[src/rtl/frame_buffer_reader.sv]
// frame_buffer_reader: reads 384-bit color words back from the CW SRAM and
// serializes them into a one-pixel-per-cycle valid/ready stream with line/frame markers.
module frame_buffer_reader #(
  parameter int ADDR_W    = 16,
  parameter int PIX_W     = 24,
  parameter int PIX_PER_W = 16,
  parameter int LINE_W    = 640
) (
  input  logic                       clk,
  input  logic                       srst,
  input  logic                       start,
  input  logic [ADDR_W-1:0]          num_words,
  output logic                       sram_rd_en,
  output logic [ADDR_W-1:0]          sram_addr,
  input  logic [PIX_W*PIX_PER_W-1:0] sram_rdata,
  output logic                       pix_valid,
  input  logic                       pix_ready,
  output logic [PIX_W-1:0]           pix_rgb,
  output logic                       pix_eol,
  output logic                       pix_last,
  output logic                       busy,
  output logic                       done
);

  localparam int WORD_W = PIX_W * PIX_PER_W;
  localparam int CNT_W  = ADDR_W + 4;
  localparam int SH_W   = $clog2(PIX_PER_W + 1);
  localparam int X_W    = (LINE_W > 1) ? $clog2(LINE_W) : 1;

  typedef enum logic [1:0] {S_IDLE, S_RUN, S_FIN} state_t;

  state_t             r_state, w_state_nxt;
  logic [ADDR_W-1:0]  r_num_words;
  logic [ADDR_W-1:0]  r_rd_addr;
  logic               r_inflight;
  logic               r_pf_valid;
  logic [WORD_W-1:0]  r_pf_data;
  logic [WORD_W-1:0]  r_sh_data;
  logic [SH_W-1:0]    r_sh_left;
  logic [X_W-1:0]     r_line_x;
  logic [CNT_W-1:0]   r_pix_cnt;
  logic [CNT_W-1:0]   r_last_idx;
  logic               w_xfer;
  logic               w_sh_free;
  logic               w_rd_en;
  logic               w_start;

  // Every pixel-side output comes straight from registers, so pix_valid never
  // depends combinationally on pix_ready and stalled values stay put.
  assign pix_valid  = (r_sh_left != '0);
  assign pix_rgb    = r_sh_data[PIX_W-1:0];
  assign pix_eol    = pix_valid & (r_line_x == X_W'(LINE_W - 1));
  assign pix_last   = pix_valid & (r_pix_cnt == r_last_idx);
  assign sram_rd_en = w_rd_en;
  assign sram_addr  = r_rd_addr;

  assign w_xfer    = pix_valid & pix_ready;
  assign w_sh_free = (r_sh_left == '0) | (w_xfer & (r_sh_left == SH_W'(1)));
  assign w_start   = (r_state == S_IDLE) & start;

  // NOTE: every signal written here gets a default first, so no latch is inferred.
  always_comb begin
    w_state_nxt = r_state;
    w_rd_en     = 1'b0;
    busy        = 1'b0;
    done        = 1'b0;
    case (r_state)
      S_IDLE: if (start) w_state_nxt = (num_words == '0) ? S_FIN : S_RUN;
      S_RUN: begin
        busy    = 1'b1;
        w_rd_en = !r_inflight & (!r_pf_valid | w_sh_free) & (r_rd_addr < r_num_words);
        if (w_xfer & pix_last) w_state_nxt = S_FIN;
      end
      S_FIN: begin
        busy        = 1'b1;
        done        = 1'b1;
        w_state_nxt = S_IDLE;
      end
      default: w_state_nxt = S_IDLE;
    endcase
  end

  // NOTE: state uses non-blocking assignments so every register samples pre-edge values.
  // NOTE: the word buffers are reset too; pix_rgb is driven from them and must read 0 in reset.
  always_ff @(posedge clk or posedge srst) begin
    if (srst) begin
      r_state     <= S_IDLE;
      r_num_words <= '0;
      r_rd_addr   <= '0;
      r_inflight  <= 1'b0;
      r_pf_valid  <= 1'b0;
      r_pf_data   <= '0;
      r_sh_data   <= '0;
      r_sh_left   <= '0;
      r_line_x    <= '0;
      r_pix_cnt   <= '0;
      r_last_idx  <= '0;
    end else begin
      r_state    <= w_state_nxt;
      r_inflight <= w_rd_en;

      if (w_start) begin
        r_num_words <= num_words;
        r_rd_addr   <= '0;
        r_line_x    <= '0;
        r_pix_cnt   <= '0;
        r_last_idx  <= CNT_W'(num_words) * CNT_W'(PIX_PER_W) - CNT_W'(1);
      end else begin
        if (w_rd_en) r_rd_addr <= r_rd_addr + ADDR_W'(1);
        if (w_xfer) begin
          r_pix_cnt <= r_pix_cnt + CNT_W'(1);
          r_line_x  <= (r_line_x == X_W'(LINE_W - 1)) ? '0 : r_line_x + X_W'(1);
        end
      end

      // Shift register: refill from prefetch first, else straight from SRAM.
      if (w_sh_free & r_pf_valid) begin
        r_sh_data <= r_pf_data;
        r_sh_left <= SH_W'(PIX_PER_W);
      end else if (w_sh_free & r_inflight) begin
        r_sh_data <= sram_rdata;
        r_sh_left <= SH_W'(PIX_PER_W);
      end else if (w_xfer) begin
        r_sh_data <= r_sh_data >> PIX_W;
        r_sh_left <= r_sh_left - SH_W'(1);
      end

      if (r_inflight & !(w_sh_free & !r_pf_valid)) begin
        r_pf_data  <= sram_rdata;
        r_pf_valid <= 1'b1;
      end else if (w_sh_free) begin
        r_pf_valid <= 1'b0;
      end
    end
  end

endmodule
[config.mk]
export PLATFORM = sky130hd
export DESIGN_NAME = frame_buffer_reader
export DESIGN_NICKNAME = d
export VERILOG_FILES = /design/src/rtl/frame_buffer_reader.sv
export SDC_FILE = /design/constraint.sdc
export NUM_CORES = 2
export LEC_CHECK = 0
export ABC_AREA = 1
export CAP_MARGIN = 20
export CORE_ASPECT_RATIO = 2
export CORE_MARGIN = 4
export CORE_UTILIZATION = 50
export DETAILED_ROUTE_END_ITERATION = 16
export GPL_ROUTABILITY_DRIVEN = 0
export GPL_TIMING_DRIVEN = 0
export PLACE_DENSITY_LB_ADDON = 0.12
export SETUP_SLACK_MARGIN = 0.3
export SLEW_MARGIN = 20
export SYNTH_ARGS = -nofsm -noshare
export SYNTH_HDL_FRONTEND = slang
export SYNTH_SLANG_ARGS = --single-unit
[constraint.sdc]
create_clock -name clk -period 73.1 [get_ports clk]
set_input_delay 7.31 -clock clk [delete_from_list [all_inputs] [get_ports clk]]
set_output_delay 7.31 -clock clk [all_outputs]
set_load 0.02 [all_outputs]
==> results.json <==
{
  "status": "finished clean",
  "std_cell_rows": 150,
  "htreeDepth": 3,
  "syn_nets": 4744,
  "cts_setup_buffers": 0,
  "cts_tree": "built",
  "antenna_found_initial": 33,
  "area_growth_pct": 20.8,
  "tns_ps": 0,
  "synth_ff_type": "dfrtp_1",
  "whs_endpoint": "r_sh_left[1]",
  "dieArea_um2": 89400,
  "crit_arrival_ps": 9720,
  "grt_max_degree": 97,
  "path_buf_inv": 3,
  "slew-limit-headroom_pct": 34.8,
  "async_flop_share_pct": 100,
  "crit_slowest_cell": "clkdlybuf4s50_1",
  "grt_pass1_vias": 35600,
  "required_ps": 65790,
  "port_buffers": 449,
  "crit_path_max_incr_delay_ps": 580,
  "reg2reg_depth": 9,
  "min_from": "r_sh_left[1]",
  "r2r_end": "r_sh_data[170]",
  "syn-instance-count": 4315,
  "ys_seq_elements": 856,
  "min_period_over_period_pct": 23.3,
  "cts.reportedPaths.clkPinSlew_ps": 60,
  "ant_nets": 0,
  "cts_buffer_depth": 3,
  "utilization_pct": 60.9,
  "critPathMaxFanout": 9,
  "synth.top_cells.by_count": "856 x dfrtp_1, 822 x nand2_1, 428 x inv_1",
  "grt_setup_unrepaired": "no",
  "finalHoldViolations": 0,
  "tightest_slew_ps": 978,
  "p_total_uw": 1790,
  "min_period_ps": 17030,
  "nFillCells": 7136,
  "finalSetupViolations": 0,
  "syn_area_um2": 42200,
  "crit_family": "buffers and inverters",
  "numCtsBuffers": 80,
  "first_pass_iters": 5,
  "syn_avg_cell_area_um2": 9.78,
  "hold_path_class": "reg -> reg",
  "cts_hold_buf": 0,
  "cap_violations": 0,
  "hold_depth": 2,
  "ys_warn_count": 0,
  "yosysUniqueCellTypes": 45,
  "fp.dieW_um": 213,
  "cts.sinks": 856,
  "synth_edf_count": 0,
  "critPathKind": "in -> out",
  "cp.depth": 7,
  "grt_pass1_wl_um": 209000,
  "dpl.hpwl_um": 108000,
  "ioPinCount": 450,
  "multiInputGateArea_um2": 17300,
  "root_buffer": "clkbuf_16",
  "start_util_pct": 50.4,
  "crit_chain": "clkdlybuf4s50_1 > a21o_2 > a21oi_1 > nor2_1 > nand4_1 > inv_1 > clkdlybuf4s50_1",
  "worstSetupEndpointType": "output port",
  "wirelength_um": 137000,
  "final-seq-area_um2": 21400,
  "peakVddDrop_mv": 0.0249,
  "drive_gt1_share_pct": 18.7,
  "drcViolationCount": 0,
  "cp_common_cell": "clkdlybuf4s50_1",
  "synth_top_cell_by_area": "dfrtp_1",
  "start_kind": "input port",
  "max_freq_mhz": 58.7,
  "die_y_um": 419,
  "via_per_inst": 5.58,
  "nNetsFinal": 5285,
  "insertion_delay_ps": 660,
  "coreArea_um2": 83700,
  "post_drt_wl_per_cell_um": 22.8,
  "yosysSeqAreaShare_pct": 50.8,
  "yosysMostFrequentCell": "dfrtp_1",
  "ff2ff_setup_slack_ps": 69960,
  "maxSlewViolCount": 0,
  "power.density_nw_per_um2": 35.2,
  "synth_area_leaders": "dfrtp_1 51%, mux2_2 7.5%, nand2_1 7.3%",
  "grtUsageTotal_pct": 30.5,
  "r2r_start": "r_sh_left[0]",
  "synth_top_area_share_pct": 50.8,
  "power.leakage_uw": 0.0224,
  "overflow": 0,
  "num_vias": 33500,
  "dr.first_iter.drc_count": 2192,
  "fin_skew_ps": 16.9,
  "post_cts_resized": 0
}
worst max-delay path by stage:
stage / startpoint / to / slack [ps]
floorplan: srst / r_inflight / 41740
global placement: srst / r_pf_data[117] / 31240
detailed placement: pix_ready / sram_rd_en / 56030
CTS: pix_ready / sram_rd_en / 56020
global route: pix_ready / sram_rd_en / 55950
finish: pix_ready / sram_rd_en / 56070
worst min-delay path, delay by kind of cell, from the launching register on:
kind               cells  cell delay [ps]
and+or+nand+nor        1               50
DFF                    1              340
AOI/OAI and AO/OA      1               50
placed cells by master (no fill, tap or decap), drive strengths merged:
cell	netlist	layout
a211oi	7	7
a21o	1	1
a21oi	53	53
a22o	1	1
a22oi	2	2
a31oi	6	6
and3	1	1
buf	218	228
bufinv	0	4
clkbuf	124	241
clkdlybuf4s50	0	449
clkinv	1	15
clkinvlp	0	4
dfrtp	856	856
diode	0	16
ha	25	25
inv	434	439
mux2	282	282
mux2i	8	8
nand2	826	826
nand3	101	101
nand4	24	24
nor2	113	113
nor3	18	18
nor3b	2	2
nor4	2	2
o211ai	531	531
o21a	3	3
o21ai	607	607
o21bai	3	3
o221ai	3	3
o311ai	24	24
o31ai	7	7
or2	3	3
xnor2	7	7
xor2	22	22
stage by stage:
step	hold slack [ps]	area, um^2	instances	setup WS (ps)
6_report	482	51000	5998	56070
5_1_grt	504	50900	5985	55950
4_1_cts	483	50900	5982	56020
3_5_place_dp	467	48300	5838	56030
3_3_place_gp	460	48000	5828	31240
2_1_floorplan	448	42200	4315	41740
final cells by class:
class	count	area share [%]
Sequential cell	856	42.0
Tap cell	1064	2.61
Buffer	342	3.60
Clock inverter	27	0.533
Timing Repair Buffer	459	9.36
Inverter	435	3.23
Antenna cell	16	0.0786
Multi-Input combinational cell	2682	33.9
Clock buffer	117	4.63
registers in the layout, indices dropped and copies added, names as in the netlist:
signal       count
r_inflight       1
r_last_idx      17
r_line_x        10
r_num_words     16
r_pf_data      384
r_pf_valid       1
r_pix_cnt       20
r_sh_data      384
r_sh_left        5
r_state          2
sram_addr       16
layer usage:
layer  GRT usage [%]  wire length [um]  vias up  part of all wire (%)
met5               0               241        -                  0.18
met4            16.0              8160       34                   6.0
met3            6.49              7900      334                   5.8
met2            55.5             71600      950                    52
met1            32.7             48900    16300                    36
li1                -                 -    15900                     -
power by group:
group          switching, uW  leakage, uW  total, uW  internal, uW
registers               98.9       0.0110        766           667
clock network            189      0.00130        429           239
logic                    326       0.0101        598           272
total                    614       0.0224       1790          1180
logic make-up after synthesis:
kind of cell             after synthesis  share of synthesized area [%]
AO/OA/AOI/OAI                       1248                           21.5
XOR/XNOR                              29                          0.602
adder cells (fa/ha/maj)               25                          0.741
buffers and inverters                777                           8.23
flip-flops                           856                           50.8
multiplexers                         290                           7.72
AND/OR/NAND/NOR                     1090                           10.4
No activity file was read; power rests on OpenSTA's default activity.
